<file path="src/rtl/input_debouncer_if.sv">
// Pin-side bundle of the input debouncer: raw pin levels in, debounced levels
// and per-bit change strobes out.
interface input_debouncer_if #(
  parameter int WIDTH = 8
);
  logic [WIDTH-1:0] raw_in;
  logic [WIDTH-1:0] clean_out;
  logic [WIDTH-1:0] changed;
  logic             changed_any;

  modport master (
    output raw_in,
    input  clean_out,
    input  changed,
    input  changed_any
  );

  modport slave (
    input  raw_in,
    output clean_out,
    output changed,
    output changed_any
  );
endinterface

</file>
<file path="src/rtl/input_debouncer.sv">
// Two-flop synchroniser plus per-bit stability counter; a bit's clean level
// follows the synchronised pin only after STABLE_CYCLES consecutive mismatches.
module input_debouncer #(
  parameter int               WIDTH         = 8,
  parameter int               STABLE_CYCLES = 1000,
  parameter logic [WIDTH-1:0] RESET_VALUE   = 8'h0F
) (
  input  logic              clk,
  input  logic              reset,
  input_debouncer_if.slave  bus
);

  localparam int CNT_W = $clog2(STABLE_CYCLES + 1);
  localparam logic [CNT_W-1:0] CNT_MAX = CNT_W'(STABLE_CYCLES - 1);

  logic [WIDTH-1:0]            sync1_q, sync1_d;
  logic [WIDTH-1:0]            sync2_q, sync2_d;
  logic [WIDTH-1:0]            clean_q, clean_d;
  logic [WIDTH-1:0]            changed_q, changed_d;
  logic                        changed_any_q, changed_any_d;
  logic [WIDTH-1:0][CNT_W-1:0] cnt_q, cnt_d;

  // Next-state: synchroniser shift and per-bit stability counting.
  always_comb begin
    sync1_d   = bus.raw_in;
    sync2_d   = sync1_q;
    clean_d   = clean_q;
    cnt_d     = cnt_q;
    changed_d = '0;
    for (int i = 0; i < WIDTH; i++) begin
      if (sync2_q[i] == clean_q[i]) begin
        cnt_d[i] = '0;
      end else if (cnt_q[i] == CNT_MAX) begin
        clean_d[i]   = sync2_q[i];
        cnt_d[i]     = '0;
        changed_d[i] = 1'b1;
      end else begin
        cnt_d[i] = cnt_q[i] + CNT_W'(1);
      end
    end
    changed_any_d = |changed_d;
  end

  // State registers; reset discards any in-flight count without strobing.
  always_ff @(posedge clk or posedge reset) begin
    if (reset) begin
      sync1_q       <= RESET_VALUE;
      sync2_q       <= RESET_VALUE;
      clean_q       <= RESET_VALUE;
      cnt_q         <= '0;
      changed_q     <= '0;
      changed_any_q <= 1'b0;
    end else begin
      sync1_q       <= sync1_d;
      sync2_q       <= sync2_d;
      clean_q       <= clean_d;
      cnt_q         <= cnt_d;
      changed_q     <= changed_d;
      changed_any_q <= changed_any_d;
    end
  end

  assign bus.clean_out   = clean_q;
  assign bus.changed     = changed_q;
  assign bus.changed_any = changed_any_q;

endmodule

</file>
<file path="src/flat_wrapper.sv">
// flat-port wrapper written by rule: the top's interface ports become plain ports
module input_debouncer_flat 
#(
  parameter int               WIDTH         = 8,
  parameter int               STABLE_CYCLES = 1000,
  parameter logic [WIDTH-1:0] RESET_VALUE   = 8'h0F
)
  (clk, reset, bus_raw_in, bus_clean_out, bus_changed, bus_changed_any);
  input_debouncer_if #(.WIDTH(WIDTH)) bus_i ();
  input  logic clk;
  input  logic reset;
  input wire logic [$bits(bus_i.raw_in)-1:0] bus_raw_in;
  output wire logic [$bits(bus_i.clean_out)-1:0] bus_clean_out;
  output wire logic [$bits(bus_i.changed)-1:0] bus_changed;
  output wire logic [$bits(bus_i.changed_any)-1:0] bus_changed_any;
  assign bus_i.raw_in = bus_raw_in;
  assign bus_clean_out = bus_i.clean_out;
  assign bus_changed = bus_i.changed;
  assign bus_changed_any = bus_i.changed_any;
  input_debouncer #(.WIDTH(WIDTH), .STABLE_CYCLES(STABLE_CYCLES), .RESET_VALUE(RESET_VALUE)) u_core (.clk(clk), .reset(reset), .bus(bus_i));
endmodule
</file>
<file path="config.mk">
export PLATFORM = sky130hd
export DESIGN_NAME = input_debouncer_flat
export DESIGN_NICKNAME = d
export VERILOG_FILES = /design/src/rtl/input_debouncer_if.sv /design/src/rtl/input_debouncer.sv /design/src/flat_wrapper.sv
export SDC_FILE = /design/constraint.sdc
export NUM_CORES = 1
export LEC_CHECK = 0
export BUFFER_PORTS_ARGS = -buffer_cell sky130_fd_sc_hd__buf_4
export CORE_ASPECT_RATIO = 0.8
export CORE_MARGIN = 2
export CORE_UTILIZATION = 40
export DETAILED_ROUTE_END_ITERATION = 16
export SLEW_MARGIN = 20
export SYNTH_ARGS = -nofsm -noshare
export SYNTH_HDL_FRONTEND = slang
export SYNTH_SLANG_ARGS = --single-unit
export TNS_END_PERCENT = 30
</file>
<file path="constraint.sdc">
create_clock -name clk -period 9.73 [get_ports clk]
set_clock_uncertainty 0.1 [all_clocks]
set_input_delay 0.4865 -clock clk [delete_from_list [all_inputs] [get_ports clk]]
set_output_delay 0.4865 -clock clk [all_outputs]
set_load 0.03 [all_outputs]
</file>
==> metrics.txt, run 1 <==
# TYPE chip_impl_metric gauge
chip_impl_info{name="outcome",value="finished clean"} 1
chip_impl_metric{name="peakVddDrop",unit="mV"} 0.120
chip_impl_metric{name="route.detailed.vias_per_inst",unit=""} 4.80
chip_impl_info{name="start_kind",value="register"} 1
chip_impl_metric{name="synth_warnings",unit=""} 0
chip_impl_metric{name="width_of_the_die",unit="um"} 126
chip_impl_metric{name="slew-limit-headroom",unit=""} 0.378
chip_impl_metric{name="worst_margin_slew",unit="ps"} 933
chip_impl_metric{name="detail_route.drc_violations",unit=""} 0
chip_impl_info{name="worst_setup_path_class",value="reg2reg"} 1
chip_impl_metric{name="maxClockFrequency",unit="MHz"} 561
chip_impl_metric{name="switching_power_as_a_share_of_total_power",unit=""} 0.198
chip_impl_metric{name="synth-compound-area-share",unit=""} 0
chip_impl_metric{name="power-per-cell-area",unit="nW/um^2"} 205
chip_impl_metric{name="maxCapViolations",unit=""} 0
chip_impl_metric{name="postSynthNetCount",unit=""} 454
chip_impl_metric{name="post_synth_fa_ha_maj_area_fraction",unit=""} 0.0209
chip_impl_metric{name="cellLeakagePower",unit="nW"} 2.49
chip_impl_metric{name="globalRouteTotalUtil",unit=""} 0.139
chip_impl_metric{name="critPathArrivalTime",unit="ps"} 1960
chip_impl_metric{name="number_of_global_route_vias_before_repair",unit=""} 3036
chip_impl_metric{name="fin_total_pwr",unit="W"} 0.00118
chip_impl_metric{name="p_switching",unit="W"} 0.000235
chip_impl_metric{name="layout_min_cycle_time",unit="ps"} 1780
chip_impl_metric{name="dr_total_vias",unit=""} 3046
chip_impl_metric{name="worst_slack",unit="ps"} 7950
chip_impl_info{name="regToRegEndpoint",value="u_core.cnt_q[68]"} 1
chip_impl_metric{name="post-route-period-util",unit=""} 0.183
chip_impl_metric{name="post_cts_setup_inserts",unit=""} 0
chip_impl_info{name="crit_path_end_kind",value="register"} 1
chip_impl_metric{name="grt_max_degree",unit=""} 75
chip_impl_metric{name="cp.required",unit="ps"} 9910
chip_impl_metric{name="clockPowerShare",unit=""} 0.554
chip_impl_metric{name="synth_seq_area_share",unit=""} 0.594
chip_impl_metric{name="mappedNetlistArea",unit="um^2"} 4790
chip_impl_metric{name="fin_util",unit=""} 0.498
chip_impl_metric{name="yosys.area_share.simple",unit=""} 0.212
chip_impl_metric{name="post_synth_num_cell_types",unit=""} 27
chip_impl_metric{name="place_congestion",unit=""} 0.787
chip_impl_metric{name="holdBufCountCts",unit=""} 0
chip_impl_metric{name="finalNetCount",unit=""} 492
chip_impl_metric{name="cts.clk_slew.worst_paths",unit="ps"} 50
chip_impl_info{name="hold_crit_path_type",value="in2async"} 1
chip_impl_info{name="library_cell_used_as_clock_root_buffer",value="sky130_fd_sc_hd__clkbuf_16"} 1
chip_impl_metric{name="die_area",unit="um^2"} 12900
chip_impl_metric{name="cellInternalPower",unit="W"} 0.000949
chip_impl_metric{name="number_of_diodes_added_for_antenna_fixing",unit=""} 0
chip_impl_metric{name="max-clock-path-buffers",unit=""} 2
chip_impl_metric{name="ys_seq_elements",unit=""} 113
chip_impl_metric{name="post_synth.cell_area_avg",unit="um^2"} 11.0
chip_impl_info{name="source_of_the_worst_register_to_register_timing_path",value="u_core.cnt_q[60]"} 1
chip_impl_metric{name="setup-tns-final",unit="ps"} 0
chip_impl_metric{name="dp_slack",unit="ps"} 7710
chip_impl_info{name="cts_tree",value="built"} 1
chip_impl_metric{name="sequentialPowerShare",unit=""} 0.416
chip_impl_metric{name="clock-sinks",unit=""} 113
chip_impl_metric{name="maxSlewViolCount",unit=""} 0
chip_impl_metric{name="grt_pass1_wl",unit="um"} 13900
chip_impl_metric{name="setup_viol_count_final",unit=""} 0
chip_impl_metric{name="worstPathMaxFanout",unit=""} 8
chip_impl_metric{name="htree_levels",unit=""} 4
chip_impl_metric{name="place_hpwl",unit="um"} 5460
chip_impl_metric{name="final_cell_count_no_fill",unit=""} 635
chip_impl_metric{name="synthToLayoutAreaGrowth",unit="%"} 20.7
chip_impl_info{name="synth_top_family_by_area",value="simple AND/OR/NAND/NOR gates"} 1
chip_impl_metric{name="firstDrtPassIters",unit=""} 4
chip_impl_metric{name="dr.first_iter.drc_count",unit=""} 195
chip_impl_metric{name="clk_latency",unit="ps"} 400
chip_impl_metric{name="r2r_slack",unit="ps"} 7950
chip_impl_metric{name="drive_gt1_frac",unit=""} 0.191
chip_impl_metric{name="design.core.area",unit="um^2"} 11600
chip_impl_metric{name="drt-wirelength-per-cell",unit="um"} 12.8
chip_impl_metric{name="antenna_found_initial",unit=""} 0
chip_impl_metric{name="global_route.overflow_total",unit=""} 0
chip_impl_metric{name="route.antenna.remaining_nets",unit=""} 0
chip_impl_metric{name="report.final.hold_viol_count",unit=""} 0
chip_impl_metric{name="design.portCount",unit=""} 27
chip_impl_metric{name="cts_buffers",unit=""} 17
chip_impl_metric{name="io_buffer_count",unit=""} 26
chip_impl_metric{name="row_count",unit=""} 35
chip_impl_info{name="unrepaired_setup_endpoints_after_global_routing",value="no"} 1
chip_impl_metric{name="synth_xor_xnor_area_share",unit=""} 0.132
chip_impl_metric{name="ff2ff_path_depth",unit=""} 5
chip_impl_metric{name="die_height",unit="um"} 102
chip_impl_metric{name="post_synth_inst_count",unit=""} 436
chip_impl_metric{name="share_of_cell_area_taken_by_muxes_after_synthesis",unit=""} 0.0196
chip_impl_metric{name="totalWireLength",unit="um"} 8110
chip_impl_metric{name="initial_core_util",unit=""} 0.413
chip_impl_metric{name="share_of_power_burned_in_combinational_logic",unit=""} 0.030
chip_impl_metric{name="postCtsResizedCells",unit=""} 0
chip_impl_metric{name="placed_cells",unit=""} 603
cells in the final DEF (no fill, tap or decap), drive strengths merged:
cell and instances:
dfrtp 101, nor2 88, xnor2 50, nor3 29, buf 27, nand3 25, xor2 22, clkbuf 22
nand2 21, inv 17, dfstp 12, nand4 11, nor4 10, ha 8, mux2 8, or3b 8
or2 7, bufinv 4, clkinv 4, nand4b 2, nand2b 2, and3 2, nor3b 2, and4 2
clkinvlp 2, or4 1
layer usage:
metal  wire length, um  vias up  global-route usage
met4               129        0              0.0626
met1              4210     1467               0.190
li1                  -     1517                   -
met2              3400       48               0.196
met3               374       14              0.0555
met5                 0        -                   0
sequential cells by signal (all words and copies together) (netlist names):
register / cells
u_core.bus.changed_any: 1
u_core.bus.changed: 8
u_core.bus.clean_out: 8
u_core.sync1_q: 8
u_core.cnt_q: 80
u_core.sync2_q: 8
how the worst max path moves through the flow:
| stage | end | slack [ps] | startpoint |
|---|---|---|---|
| floorplan | u_core.bus.changed[0] | 6180 | reset |
| global placement | u_core.bus.changed[5] | 7710 | reset |
| detailed placement | u_core.bus.changed[5] | 7710 | reset |
| CTS | u_core.cnt_q[68] | 7910 | u_core.cnt_q[60] |
| global route | u_core.cnt_q[65] | 7830 | u_core.cnt_q[60] |
| finish | u_core.cnt_q[68] | 7950 | u_core.cnt_q[60] |
power by group through the flow:
stage / Sequential (W) / Combinational, W / Clock, W
4_1_cts: 0.000492 / 0.0000367 / 0.000673
6_report: 0.000492 / 0.0000353 / 0.000656
5_1_grt: 0.000494 / 0.0000421 / 0.000697
3_5_place_dp: 0.000500 / 0.0000366 / 0
3_3_place_gp: 0.000499 / 0.0000355 / 0
2_1_floorplan: 0.000498 / 0.0000275 / 0
critical path, cell delays in order (launching register included):
cell and delay, ps:
sky130_fd_sc_hd__dfrtp_1 370, sky130_fd_sc_hd__ha_1 210, sky130_fd_sc_hd__nand2_1 120, sky130_fd_sc_hd__or4_4 510, sky130_fd_sc_hd__nand2b_1 260, sky130_fd_sc_hd__nor2_1 90
per-stage QoR:
stage          area [um^2]  hold slack (ps)
6_report              5780             7.41
3_5_place_dp          5140              237
5_1_grt               5780             45.3
3_3_place_gp          5140              233
4_1_cts               5780             15.1
2_1_floorplan         4790              231
synthesized netlist by cell type:
cell                         n  area [um^2]
sky130_fd_sc_hd__or4_4       1         11.3
sky130_fd_sc_hd__nand2b_1    2         12.5
sky130_fd_sc_hd__mux2_2      7         78.8
sky130_fd_sc_hd__inv_1      17         63.8
sky130_fd_sc_hd__nor3b_1     2         15.0
sky130_fd_sc_hd__or3b_2      5         43.8
sky130_fd_sc_hd__dfrtp_1   101         2530
sky130_fd_sc_hd__nand3_1    25          125
sky130_fd_sc_hd__buf_4       1         7.51
sky130_fd_sc_hd__nor4_1     10         62.6
sky130_fd_sc_hd__xor2_1     22          193
sky130_fd_sc_hd__and3_1      2         12.5
sky130_fd_sc_hd__nor2_1     88          330
sky130_fd_sc_hd__or2_2       7         43.8
sky130_fd_sc_hd__nor3_1     29          145
sky130_fd_sc_hd__or3b_1      3         26.3
sky130_fd_sc_hd__clkbuf_1    2         7.51
sky130_fd_sc_hd__nand2_1    21         78.8
sky130_fd_sc_hd__nand4b_1    2         17.5
sky130_fd_sc_hd__and4_1      2         17.5
sky130_fd_sc_hd__mux2_4      1         15.0
sky130_fd_sc_hd__nand4_2     1         12.5
sky130_fd_sc_hd__xnor2_1    50          438
sky130_fd_sc_hd__buf_2       5         25.0
sky130_fd_sc_hd__nand4_1    10         62.6
sky130_fd_sc_hd__ha_1        8          100
sky130_fd_sc_hd__dfstp_2    12          315
area by class of cell:
type | count | area [um^2]
Fill cell | 1000 | 5830
Sequential cell | 113 | 2840
Multi-Input combinational cell | 298 | 1840
Clock buffer | 22 | 484
Timing Repair Buffer | 27 | 203
Tap cell | 148 | 185
Clock inverter | 10 | 155
Inverter | 17 | 66.3
cell families after synthesis:
logic type / after synthesis
adders and majority gates: 8
xor gates and xnor gates: 72
muxes: 8
and+or+nand+nor: 210
buffers and inverters: 25
DFF: 113
Power figures use the tool's default switching activity.
==> run 2, diff against run 1 <==
==> constraint.sdc (replaced) <==
create_clock -name clk -period 1.85 [get_ports clk]
set_clock_uncertainty 0.1 [all_clocks]
set_input_delay 0.0925 -clock clk [delete_from_list [all_inputs] [get_ports clk]]
set_output_delay 0.0925 -clock clk [all_outputs]
set_load 0.03 [all_outputs]
==> run 2 against run 1 <==
  * Global-route usage rose by 0.57 points
  * Non-clock buffer count rose by 17
  * Cell count rose by 2.7%
  * Design area rose by 2.8%
  * Via count rose by 1.4%
  * Core utilization rose by 1.4 points
  * First-iteration DRC count fell by 11%
  * Clock power rose to 5.2 times the previous value
  * Total power rose to 5.3 times the previous value
  * Maximum frequency rose by 2.5%
  * Largest cell class unchanged
==> metrics.txt, run 2 (synthesis results as in run 1) <==
# TYPE chip_impl_metric gauge
chip_impl_info{name="crit_path_end_kind",value="register"} 1
chip_impl_metric{name="place_congestion",unit=""} 0.784
chip_impl_metric{name="fillers",unit=""} 996
chip_impl_metric{name="synthToLayoutAreaGrowth",unit="%"} 24.1
chip_impl_metric{name="setup-tns-final",unit="ps"} 0
chip_impl_metric{name="maxClockFrequency",unit="MHz"} 575
chip_impl_metric{name="die_height",unit="um"} 102
chip_impl_metric{name="dr.first_iter.drc_count",unit=""} 174
chip_impl_metric{name="placed_cells",unit=""} 611
chip_impl_info{name="slowest_stage",value="sky130_fd_sc_hd__or4_4"} 1
chip_impl_info{name="outcome",value="finished clean"} 1
chip_impl_info{name="largest-register",value="u_core.cnt_q"} 1
chip_impl_metric{name="detail_route.drc_violations",unit=""} 0
chip_impl_metric{name="route.antenna.remaining_nets",unit=""} 0
chip_impl_metric{name="critical_path.max_stage_delay",unit="ps"} 520
chip_impl_metric{name="initial_core_util",unit=""} 0.413
chip_impl_metric{name="maxCapViolations",unit=""} 0
chip_impl_metric{name="final-seq-area",unit="um^2"} 2840
chip_impl_metric{name="cts.clk_slew.worst_paths",unit="ps"} 50
chip_impl_metric{name="slew-limit-headroom",unit=""} 0.573
chip_impl_metric{name="max-clock-path-buffers",unit=""} 2
chip_impl_info{name="worst_setup_path_class",value="reg2reg"} 1
chip_impl_metric{name="globalRouteTotalUtil",unit=""} 0.145
chip_impl_metric{name="number_of_global_route_vias_before_repair",unit=""} 3158
chip_impl_info{name="unrepaired_setup_endpoints_after_global_routing",value="no"} 1
chip_impl_metric{name="worstPathMaxFanout",unit=""} 4
chip_impl_metric{name="final_cell_count_no_fill",unit=""} 652
chip_impl_metric{name="peakVddDrop",unit="mV"} 0.661
chip_impl_metric{name="grt_pass1_wl",unit="um"} 14700
chip_impl_info{name="cts_tree",value="built"} 1
chip_impl_info{name="start_kind",value="register"} 1
chip_impl_metric{name="drive_gt1_frac",unit=""} 0.198
chip_impl_metric{name="route.detailed.vias_per_inst",unit=""} 4.74
chip_impl_info{name="hold_crit_path_type",value="in2reg"} 1
chip_impl_metric{name="totalWireLength",unit="um"} 8260
chip_impl_metric{name="grt_max_degree",unit=""} 37
chip_impl_metric{name="drt-wirelength-per-cell",unit="um"} 12.7
chip_impl_metric{name="worst_margin_slew",unit="ps"} 639
chip_impl_metric{name="clock-sinks",unit=""} 113
chip_impl_metric{name="finalNetCount",unit=""} 509
chip_impl_metric{name="io_buffer_count",unit=""} 26
chip_impl_info{name="path_cells",value="ha_1 > nand2_1 > or4_4 > mux2_4"} 1
chip_impl_metric{name="report.final.hold_viol_count",unit=""} 0
chip_impl_metric{name="design.portCount",unit=""} 27
chip_impl_metric{name="global_route.overflow_total",unit=""} 0
chip_impl_metric{name="die_area",unit="um^2"} 12900
chip_impl_metric{name="antenna_found_initial",unit=""} 0
chip_impl_metric{name="path_buf_inv",unit=""} 0
chip_impl_info{name="library_cell_used_as_clock_root_buffer",value="sky130_fd_sc_hd__clkbuf_16"} 1
chip_impl_info{name="layout_commonest_cell",value="sky130_fd_sc_hd__dfrtp_1"} 1
chip_impl_metric{name="clk_latency",unit="ps"} 400
chip_impl_metric{name="firstDrtPassIters",unit=""} 5
chip_impl_info{name="timing.critical_path.max_delay_family",value="simple AND/OR/NAND/NOR gates"} 1
chip_impl_metric{name="critPathArrivalTime",unit="ps"} 1920
chip_impl_metric{name="cellLeakagePower",unit="nW"} 2.56
chip_impl_metric{name="layout_min_cycle_time",unit="ps"} 1740
chip_impl_metric{name="maxSlewViolCount",unit=""} 0
chip_impl_metric{name="power-per-cell-area",unit="nW/um^2"} 1050
chip_impl_metric{name="cp.required",unit="ps"} 2040
chip_impl_metric{name="place_hpwl",unit="um"} 5620
chip_impl_metric{name="number_of_diodes_added_for_antenna_fixing",unit=""} 0
chip_impl_metric{name="final_design_area_no_fill",unit="um^2"} 5940
chip_impl_metric{name="largest_reg_flops",unit=""} 80
chip_impl_metric{name="dr_total_vias",unit=""} 3089
chip_impl_metric{name="width_of_the_die",unit="um"} 126
chip_impl_metric{name="setup_viol_count_final",unit=""} 0
chip_impl_metric{name="post-route-period-util",unit=""} 0.940
chip_impl_metric{name="place_area",unit="um^2"} 5230
chip_impl_info{name="final_cell_mix",value="sky130_fd_sc_hd__dfrtp_1, sky130_fd_sc_hd__nor2_1, sky130_fd_sc_hd__xnor2_1"} 1
chip_impl_metric{name="htree_levels",unit=""} 4
chip_impl_metric{name="row_count",unit=""} 35
chip_impl_metric{name="design.core.area",unit="um^2"} 11600
chip_impl_metric{name="cts_buffers",unit=""} 17
chip_impl_metric{name="multi_input_combinational_cell_area",unit="um^2"} 1840
## run 2: through the flow
stage	hold slack (ps)	util	power [W]	setup slack [ps]
after floorplan	-3.02	-	0.00276	200
after global placement	102	0.450	0.00283	105
after detailed placement	102	0.450	0.00283	53.6
after CTS	225	0.512	0.00630	49.0
after global routing	225	0.512	0.00646	27.4
final	241	0.512	0.00622	111
## run 2: layer usage
layer | GRT usage | wire (um) | up-vias
li1 | - | - | 1552
met1 | 0.195 | 4250 | 1493
met2 | 0.218 | 3620 | 38
met3 | 0.0529 | 306 | 6
met4 | 0.0533 | 85 | 0
met5 | 0 | 0 | -
## run 2: final timing paths
| check | endpoint | slack [ps] | depth (start not counted) | start |
|---|---|---|---|---|
| min in group asynchronous | u_core.cnt_q[9] | 250 | 3 | reset |
| worst min register to register | u_core.sync2_q[7] | 250 | 0 | u_core.sync1_q[7] |
| worst max register to register | u_core.bus.clean_out[6] | 110 | 4 | u_core.cnt_q[60] |
| worst max-delay path | u_core.bus.clean_out[6] | 110 | 4 | u_core.cnt_q[60] |
| max in group asynchronous | u_core.sync1_q[0] | 760 | 4 | reset |
| worst min-delay path | u_core.sync1_q[2] | 240 | 2 | bus_raw_in[2] |
## run 2: repair_timing
| item | 4_1_cts | 5_1_grt |
|---|---|---|
| resized for setup | 0 | 1 |
| setup buffers | 0 | 0 |
| endpoints found under the setup margin | 0 | 8 |
| hold buffers | 9 | 0 |
| endpoints found under the hold margin | 29 | 0 |
## run 2: cell type report
type	instances	area share
clock inverter	10	0.0267
sequential	113	0.479
multi-input combinational	298	0.310
clock buffer	22	0.0781
tap	148	0.0312
timing repair buffer	44	0.0636
inverter	17	0.0114
## run 2: power by group
group          leakage, nW  total (W)  switching (W)  internal (W)
Clock                0.300    0.00342        0.00110       0.00232
Sequential            1.50    0.00259      0.0000447       0.00254
Combinational        0.766   0.000216       0.000126     0.0000894
==> run 3, diff against run 2 <==
--- a/config.mk
+++ b/config.mk
@@ -6,10 +6,13 @@
 export NUM_CORES = 1
 export LEC_CHECK = 0
 export BUFFER_PORTS_ARGS = -buffer_cell sky130_fd_sc_hd__buf_4
+export CELL_PAD_IN_SITES_DETAIL_PLACEMENT = 0
+export CELL_PAD_IN_SITES_GLOBAL_PLACEMENT = 1
 export CORE_ASPECT_RATIO = 0.8
 export CORE_MARGIN = 2
-export CORE_UTILIZATION = 40
+export CORE_UTILIZATION = 48
 export DETAILED_ROUTE_END_ITERATION = 16
+export PLACE_DENSITY_LB_ADDON = 0.1
 export SLEW_MARGIN = 20
 export SYNTH_ARGS = -nofsm -noshare
 export SYNTH_HDL_FRONTEND = slang
==> run 3 against run 2 <==
  * Maximum frequency hardly changed
  * Critical path depth is the same
  * Via count grew 1.5%
  * Clock-buffer cell count is 1 lower
  * Critical path type unchanged
  * Highest routed layer unchanged
  * Largest cell class unchanged
==> metrics.txt, run 3 (synthesis results as in run 1) <==
# TYPE chip_impl_metric gauge
chip_impl_info{name="outcome",value="finished clean"} 1
chip_impl_metric{name="dr.first_iter.drc_count",unit=""} 149
chip_impl_info{name="final_cell_mix",value="sky130_fd_sc_hd__dfrtp_1, sky130_fd_sc_hd__nor2_1, sky130_fd_sc_hd__xnor2_1"} 1
chip_impl_metric{name="number_of_diodes_added_for_antenna_fixing",unit=""} 0
chip_impl_metric{name="r2r_slack",unit="ps"} 110
chip_impl_metric{name="synthToLayoutAreaGrowth",unit="%"} 23.1
chip_impl_metric{name="max-clock-path-buffers",unit=""} 2
chip_impl_info{name="layout_commonest_cell",value="sky130_fd_sc_hd__dfrtp_1"} 1
chip_impl_metric{name="report.final.hold_viol_count",unit=""} 0
chip_impl_metric{name="drive_gt1_frac",unit=""} 0.197
chip_impl_metric{name="place_area",unit="um^2"} 5220
chip_impl_metric{name="ff2ff_path_depth",unit=""} 4
chip_impl_metric{name="antenna_found_initial",unit=""} 0
chip_impl_metric{name="fillers",unit=""} 821
chip_impl_metric{name="cts.clk_slew.worst_paths",unit="ps"} 50
chip_impl_info{name="path_cells",value="ha_1 > nand2_1 > or4_4 > mux2_4"} 1
chip_impl_metric{name="power-per-cell-area",unit="nW/um^2"} 1020
chip_impl_info{name="library_cell_used_as_clock_root_buffer",value="sky130_fd_sc_hd__clkbuf_16"} 1
chip_impl_metric{name="dr_total_vias",unit=""} 3135
chip_impl_info{name="hold_crit_path_type",value="in2async"} 1
chip_impl_metric{name="row_count",unit=""} 32
chip_impl_info{name="regToRegEndpoint",value="u_core.bus.clean_out[6]"} 1
chip_impl_metric{name="clock-sinks",unit=""} 113
chip_impl_metric{name="number_of_global_route_vias_before_repair",unit=""} 3234
chip_impl_info{name="crit_path_end_kind",value="register"} 1
chip_impl_metric{name="grt_max_degree",unit=""} 30
chip_impl_metric{name="totalWireLength",unit="um"} 8570
chip_impl_metric{name="post_cts_setup_inserts",unit=""} 0
chip_impl_metric{name="grt_pass1_wl",unit="um"} 15200
chip_impl_metric{name="layout_min_cycle_time",unit="ps"} 1740
chip_impl_metric{name="firstDrtPassIters",unit=""} 4
chip_impl_metric{name="worst_margin_slew",unit="ps"} 554
chip_impl_metric{name="maxCapViolations",unit=""} 0
chip_impl_info{name="crit_path_start",value="u_core.cnt_q[60]"} 1
chip_impl_metric{name="cts_buffers",unit=""} 17
chip_impl_metric{name="drt-wirelength-per-cell",unit="um"} 13.4
chip_impl_metric{name="clk_latency",unit="ps"} 400
chip_impl_metric{name="route.detailed.vias_per_inst",unit=""} 4.91
chip_impl_metric{name="die_area",unit="um^2"} 10800
chip_impl_metric{name="htree_levels",unit=""} 4
chip_impl_metric{name="route.antenna.remaining_nets",unit=""} 0
chip_impl_metric{name="path_buf_inv",unit=""} 0
chip_impl_metric{name="place_hpwl",unit="um"} 5900
chip_impl_metric{name="width_of_the_die",unit="um"} 116
chip_impl_metric{name="global_route.overflow_total",unit=""} 0
chip_impl_metric{name="largest_reg_flops",unit=""} 80
chip_impl_info{name="timing.critical_path.max_delay_family",value="simple AND/OR/NAND/NOR gates"} 1
chip_impl_metric{name="design.portCount",unit=""} 27
chip_impl_metric{name="final_design_area_no_fill",unit="um^2"} 5900
chip_impl_metric{name="io_buffer_count",unit=""} 26
chip_impl_info{name="worst_setup_path_class",value="reg2reg"} 1
chip_impl_info{name="start_kind",value="register"} 1
chip_impl_info{name="largest-register",value="u_core.cnt_q"} 1
chip_impl_metric{name="worstPathMaxFanout",unit=""} 4
chip_impl_metric{name="cellLeakagePower",unit="nW"} 2.54
chip_impl_metric{name="detail_route.drc_violations",unit=""} 0
chip_impl_metric{name="place_congestion",unit=""} 0.768
chip_impl_info{name="cp-endpoint",value="u_core.bus.clean_out[6]"} 1
chip_impl_metric{name="peakVddDrop",unit="mV"} 1.10
chip_impl_metric{name="placed_cells",unit=""} 598
chip_impl_metric{name="critical_path_depth",unit=""} 4
chip_impl_metric{name="maxSlewViolCount",unit=""} 0
chip_impl_metric{name="die_height",unit="um"} 93.3
chip_impl_metric{name="maxClockFrequency",unit="MHz"} 575
chip_impl_metric{name="critical_path.max_stage_delay",unit="ps"} 520
chip_impl_metric{name="globalRouteTotalUtil",unit=""} 0.185
chip_impl_info{name="source_of_the_worst_register_to_register_timing_path",value="u_core.cnt_q[60]"} 1
chip_impl_metric{name="initial_core_util",unit=""} 0.494
chip_impl_info{name="unrepaired_setup_endpoints_after_global_routing",value="no"} 1
chip_impl_metric{name="final_cell_count_no_fill",unit=""} 639
chip_impl_metric{name="slew-limit-headroom",unit=""} 0.630
chip_impl_metric{name="finalNetCount",unit=""} 508
chip_impl_info{name="slowest_stage",value="sky130_fd_sc_hd__or4_4"} 1
chip_impl_info{name="cts_tree",value="built"} 1
chip_impl_metric{name="setup_viol_count_final",unit=""} 0
chip_impl_metric{name="setup-tns-final",unit="ps"} 0
chip_impl_metric{name="cp.required",unit="ps"} 2030
chip_impl_metric{name="post-route-period-util",unit=""} 0.941
chip_impl_metric{name="design.core.area",unit="um^2"} 9690
chip_impl_metric{name="critPathArrivalTime",unit="ps"} 1920
-- run 3: worst min path at each step --
stage,from,end,depth (start not counted)
after CTS,reset,u_core.bus.changed[0],3
after global routing,bus_raw_in[4],u_core.sync1_q[4],2
after floorplan,bus_raw_in[0],u_core.sync1_q[0],0
after global placement,reset,u_core.bus.changed[0],2
after detailed placement,reset,u_core.bus.changed[0],2
final,reset,u_core.bus.changed[0],3
-- run 3: layout make-up --
class	count	area (um^2)	share of cell area
clock buffer	21	450	0.0764
sequential	113	2840	0.482
timing repair buffer	43	383	0.0649
tap	136	170	0.0289
multi-input combinational	298	1840	0.313
inverter	17	67.6	0.0115
clock inverter	11	138	0.0233
-- run 3: where the power goes --
group          switching [W]  internal, W  total (W)
clock                0.00107      0.00213    0.00320
sequential         0.0000464      0.00254    0.00259
combinational       0.000127    0.0000934   0.000221
-- run 3: worst register-to-register path: stages (launching register included) --
cell                      delay, ps
sky130_fd_sc_hd__dfrtp_1        360
sky130_fd_sc_hd__ha_1           210
sky130_fd_sc_hd__nand2_1        130
sky130_fd_sc_hd__or4_4          520
sky130_fd_sc_hd__mux2_4         310
-- run 3: what timing repair did --
item                       in CTS  in global routing
hold buffers                    9                  0
setup endpoints to repair       0                  7
gates resized for setup         0                  1
hold endpoints to repair       26                  0
-- run 3: per-layer routing --
layer / routed length, um / GRT usage
met1: 4160 / 0.244
met2: 4030 / 0.285
met3: 293 / 0.0570
met4: 81 / 0.0784
met5: 0 / 0
-- run 3: per-stage QoR --
stage	power, W	setup slack, ps	hold slack, ps	utilization
2_1_floorplan	0.00276	200	-3.02	-
3_3_place_gp	0.00283	86.4	70.5	0.538
4_1_cts	0.00609	59.2	211	0.608
3_5_place_dp	0.00284	61.6	86.3	0.538
6_report	0.00601	110	210	0.608
5_1_grt	0.00625	8.62	229	0.608
